$ cat src/rtl/rect_plotter.sv
// Rectangle / screen-clear pixel engine: emits one pixel per clock in raster order.
// Optional edge clipping of box pixels is enabled by defining RECT_PLOTTER_CLIP_EN.
module rect_plotter #(
  parameter int X_W      = 8,
  parameter int Y_W      = 7,
  parameter int SCREEN_W = 160,
  parameter int SCREEN_H = 120,
  parameter int SIZE_W   = 4,
  parameter int COLOUR_W = 3
) (
  input  logic                clk,
  input  logic                reset,
  input  logic                start,
  input  logic                clear_req,
  input  logic [X_W-1:0]      in_x,
  input  logic [Y_W-1:0]      in_y,
  input  logic [SIZE_W-1:0]   in_w,
  input  logic [SIZE_W-1:0]   in_h,
  input  logic [COLOUR_W-1:0] in_colour,
  output logic                busy,
  output logic                done,
  output logic [X_W-1:0]      x,
  output logic [Y_W-1:0]      y,
  output logic [COLOUR_W-1:0] colour,
  output logic                plot,
  output logic [1:0]          dbg_state
);

  // Counters must hold both a box side and a full screen side.
  localparam int SW_BITS = $clog2(SCREEN_W + 1);
  localparam int SH_BITS = $clog2(SCREEN_H + 1);
  localparam int GEO_W   = (SW_BITS > SH_BITS) ? SW_BITS : SH_BITS;
  localparam int CNT_W   = (SIZE_W > GEO_W) ? SIZE_W : GEO_W;

  typedef enum logic [1:0] {
    S_IDLE  = 2'd0,
    S_DRAW  = 2'd1,
    S_CLEAR = 2'd2,
    S_FIN   = 2'd3
  } state_t;

  state_t              state;
  logic [X_W-1:0]      x0;
  logic [Y_W-1:0]      y0;
  logic [CNT_W-1:0]    w_r;
  logic [CNT_W-1:0]    h_r;
  logic [CNT_W-1:0]    dx;
  logic [CNT_W-1:0]    dy;
  logic [COLOUR_W-1:0] col_r;
  logic                last_col;
  logic                last_row;
  logic [X_W-1:0]      x_pix;
  logic [Y_W-1:0]      y_pix;
  logic                on_screen;

  assign dbg_state = state;
  assign last_col  = (dx == w_r - 1'b1);
  assign last_row  = (dy == h_r - 1'b1);

`ifdef RECT_PLOTTER_CLIP_EN
  // One extra bit keeps the carry so off-screen pixels are detected, not wrapped.
  logic [X_W:0] x_full;
  logic [Y_W:0] y_full;
  assign x_full    = {1'b0, x0} + (X_W+1)'(dx);
  assign y_full    = {1'b0, y0} + (Y_W+1)'(dy);
  assign on_screen = (x_full < (X_W+1)'(SCREEN_W)) && (y_full < (Y_W+1)'(SCREEN_H));
  assign x_pix     = x_full[X_W-1:0];
  assign y_pix     = y_full[Y_W-1:0];
`else
  assign x_pix     = x0 + X_W'(dx);
  assign y_pix     = y0 + Y_W'(dy);
  assign on_screen = 1'b1;
`endif

  always_ff @(posedge clk or posedge reset) begin
    if (reset) begin
      state  <= S_IDLE;
      busy   <= 1'b0;
      done   <= 1'b0;
      plot   <= 1'b0;
      x      <= '0;
      y      <= '0;
      colour <= '0;
      x0     <= '0;
      y0     <= '0;
      w_r    <= '0;
      h_r    <= '0;
      dx     <= '0;
      dy     <= '0;
      col_r  <= '0;
    end else begin
      case (state)
        S_IDLE: begin
          done <= 1'b0;
          plot <= 1'b0;
          busy <= 1'b0;
          dx   <= '0;
          dy   <= '0;
          if (clear_req) begin
            x0    <= '0;
            y0    <= '0;
            w_r   <= CNT_W'(SCREEN_W);
            h_r   <= CNT_W'(SCREEN_H);
            col_r <= '0;
            busy  <= 1'b1;
            state <= S_CLEAR;
          end else if (start) begin
            x0    <= in_x;
            y0    <= in_y;
            w_r   <= CNT_W'(in_w);
            h_r   <= CNT_W'(in_h);
            col_r <= in_colour;
            busy  <= 1'b1;
            // An empty box still reports completion through FIN.
            state <= ((in_w == '0) || (in_h == '0)) ? S_FIN : S_DRAW;
          end
        end
        S_DRAW, S_CLEAR: begin
          x      <= x_pix;
          y      <= y_pix;
          colour <= col_r;
          plot   <= (state == S_CLEAR) || on_screen;
          if (last_col) begin
            dx <= '0;
            dy <= dy + 1'b1;
            if (last_row) state <= S_FIN;
          end else begin
            dx <= dx + 1'b1;
          end
        end
        S_FIN: begin
          plot  <= 1'b0;
          busy  <= 1'b0;
          done  <= 1'b1;
          state <= S_IDLE;
        end
        default: state <= S_IDLE;
      endcase
    end
  end

endmodule
$ cat config.mk
export PLATFORM = sky130hd
export DESIGN_NAME = rect_plotter
export DESIGN_NICKNAME = d
export VERILOG_FILES = /design/src/rtl/rect_plotter.sv
export SDC_FILE = /design/constraint.sdc
export NUM_CORES = 1
export LEC_CHECK = 0
export ABC_CLOCK_PERIOD_IN_PS = 2300
export BUFFER_PORTS_ARGS = -buffer_cell sky130_fd_sc_hd__buf_2
export CORE_UTILIZATION = 28
export DETAILED_ROUTE_END_ITERATION = 6
export PLACE_DENSITY = 0.54
export REMOVE_ABC_BUFFERS = 1
export SLEW_MARGIN = 20
export SYNTH_ARGS = -nofsm -noshare
export SYNTH_HDL_FRONTEND = slang
export SYNTH_SLANG_ARGS = --single-unit
$ cat constraint.sdc
create_clock -name clk -period 2.3 [get_ports clk]
set_input_delay 0.115 -clock clk [delete_from_list [all_inputs] [get_ports clk]]
set_output_delay 0.115 -clock clk [all_outputs]
set_load 0.005 [all_outputs]
==> results.yml <==
cts:
  ctsLongestPathBuffers: 2
  root_buffer: "clkbuf_16"
  clock_sinks: 66
  clk_pin_slew_ns: 0.06
  h-tree-depth: 3
  clk_latency_ns: 0.33
  numCtsBuffers: 9
  cts_tree: "yes"
synth:
  synth_simple_gate_area_frac: 0.1487
  yosysSeqAreaShare: 0.4511
  synth_top_family_by_area: "compound AO/OA/AOI/OAI gates"
  syn_area_um2: 3661
  synth_edf_count: 0
  synthArstFlopShare: 1.000
  syn_area_per_cell_um2: 10.20
  yosys.cell_types.count: 51
  synth_compound_area_frac: 0.1787
  synth_mux_area_frac: 0.03691
  synth-xor-area-share: 0.06220
  synth_fa_ha_area_frac: 0.08202
  ys.flop_type: "dfrtp_1"
  ys_seq_elements: 66
  netlist_instances: 359
  yosys_warnings: 0
setup_path:
  cp_slowest_cell: "or4_4"
  slowest_delay_ns: 0.53
  crit_arrival_ns: 2.54
  crit_chain: "buf_6 > nor4_4 > xor2_2 > a221oi_2 > or3_4 > or4_4 > a21oi_2"
  cp.buffers_inverters: 1
  critPathRequiredTime_ns: 2.56
  cp-end-kind: "flip-flop"
  critPathLaunchType: "flip-flop"
  cp_top_family: "simple AND/OR/NAND/NOR gates"
  critical_path.max_fanout: 3
  worstSetupPathType: "flip-flop to flip-flop"
grt:
  track_usage: 0.1447
  grt_pass1_wl_um: 14940
  gr-total-overflow: 0
  grt_pass1_vias: 2966
  grt_max_degree: 39
  antenna_found_initial: 0
sta:
  holdWs_ns: 0.003490
  slew_headroom: 0.5686
  skew_ns: 0.009233
  timing.final.ws_setup_ns: 0.01647
  fmax_mhz: 437.9
  hold_viol_final: 0
  setup_viol: 0
  tightest_slew_ns: 0.6462
  drv_slew: 0
  fin_crit_sh: 0.9928
  rsz0062_at_grt: "true"
  fin_crit_ns: 2.284
place:
  io_buffers: 52
  place_congestion: 0.7832
  place_hpwl_um: 6369
  dp_slack_ns: -0.05444
  place_area_um2: 4258
final_layout:
  antenna_cells: 0
  layout-drive-gt1-share: 0.2770
  area_delta_synth_final_pct: 31.82
  final_area_um2: 4826
  layout.nets: 491
  utilization: 0.3809
  num-fill-cells: 1256
worst_hold_path:
  hold_path_class: "primary input to flip-flop"
power:
  p_comb_frac: 0.027
  ir_drop_uv: 270.9
  p_int_mw: 2.203
  swShare: 0.2011
  clock_power_share: 0.552
  switching_power_uw: 554.7
  p_leak_nw: 2.279
  report.power.total_mw: 2.758
  power_density_nw_per_um2: 571.5
  p_seq_frac: 0.421
flow_run:
  drv_cap: 0
die:
  core_area_um2: 12670
  die_x_um: 116.3
  placementRows: 41
  die_area_um2: 13540
  start_util: 0.2889
  die_height_um: 116.3
  pin_count: 53
drt:
  avgViaCountPerCell: 4.817
  drt_iter0_drc: 99
  ant_nets: 0
  route.detailed.drc: 0
  avgRoutedWirePerCell_um: 14.50
  dr.pass1.iters: 4
  wl_um: 8930
  via_count: 2967
status:
  outcome: "completed"
final cells by class:
type                    count  area [um2]  share of cell area
clock buffers              12       256.5             0.05315
clock inverters             4       73.82             0.01530
inverters                  22       82.58             0.01711
multi-input cells         254        1959              0.4060
flip-flops and latches     66        1653              0.3425
well taps                 172       215.2             0.04459
repair buffers             86       585.6              0.1213
kinds of logic (layout without fill, tap and decap cells):
kind of cell / Yosys count / in the layout
AND/OR/NAND/NOR: 99 / 99
buffers and inverters: 39 / 124
AO/OA/AOI/OAI: 94 / 94
adder cells (fa/ha/maj): 23 / 23
flip-flops: 66 / 66
multiplexers: 12 / 12
XOR/XNOR: 26 / 26
registers in the layout, indices dropped and copies added, names as in the netlist:
signal and count:
dy 8, colour 3, busy 1, y 7, dbg_state 2, w_r 5, plot 1, col_r 3
done 1, x0 8, x 8, h_r 4, y0 7, dx 8
placed cells by master, fill, tap and decap left out, types with 5 or more instances in the layout:
master,n
a21o_1,6
a21oi_1,12
a22o_1,26
buf_2,52
buf_4,19
clkbuf_16,9
dfrtp_1,65
dlygate4sd3_1,10
ha_1,19
inv_1,21
mux2_2,12
nand2_1,20
nand3_1,5
nor2_1,18
nor2b_1,11
nor3_1,11
o21ai_0,20
o31ai_1,6
xnor2_1,13
xor2_1,10
synthesized netlist by cell type, types with 12 or more instances:
cell type,instances,share of area
xor2_1,12,0.029
o21ai_0,21,0.029
clkbuf_1,15,0.015
nor2_1,18,0.018
nand2_1,20,0.021
ha_1,20,0.068
inv_1,22,0.023
dfrtp_1,66,0.45
a22o_1,26,0.062
a21oi_1,14,0.019
mux2_2,12,0.037
xnor2_1,14,0.033
stage by stage:
| step | TNS [ns] | std cells |
|---|---|---|
| detailed placement | -0.06210 | 587 |
| floorplan | -0.3139 | 342 |
| finish | 0 | 616 |
| global route | -0.2478 | 616 |
| CTS | 0 | 614 |
| global placement | 0 | 587 |
layer usage:
layer,GRT usage,up-vias,routed length [um]
met1,0.1864,1450,4176
li1,-,1457,-
met5,0,-,0
met2,0.2308,45,4248
met3,0.03010,15,307
met4,0.07094,0,198
path summary, 6_finish.rpt:
kind                                         to                from  cells past startpoint  slack, ns
hold / removal             col_r[2]$_DFFE_PP0P_        in_colour[2]                      2      0.003
max in group asynchronous    h_r[0]$_DFFE_PP0P_               reset                      4       1.21
setup reg to reg              dy[6]$_DFFE_PP0P_  w_r[0]$_DFFE_PP0P_                      7       0.02
min in group asynchronous      x[6]$_DFFE_PP0N_               reset                      3       0.42
hold reg to reg                y[4]$_DFFE_PP0N_    y[4]$_DFFE_PP0N_                      1       0.48
setup / recovery              dy[6]$_DFFE_PP0P_  w_r[0]$_DFFE_PP0P_                      7       0.02
power by group through the flow:
stage          registers, mW  clock network, mW  logic (mW)
5_1_grt                 1.16               1.61      0.0839
3_5_place_dp            1.18                  0      0.0639
3_3_place_gp            1.18                  0      0.0636
2_1_floorplan           1.18                  0      0.0186
4_1_cts                 1.16               1.55      0.0760
6_report                1.16               1.52      0.0738
timing repair:
item                                   4_1_cts  5_1_grt
setup endpoints to repair                    2       15
pin swaps                                    5        7
resized for setup                            3       17
endpoints found under the hold margin       36        1
hold buffers                                 9        1
setup buffers                                2        2
(Power assumes the default switching activity.)
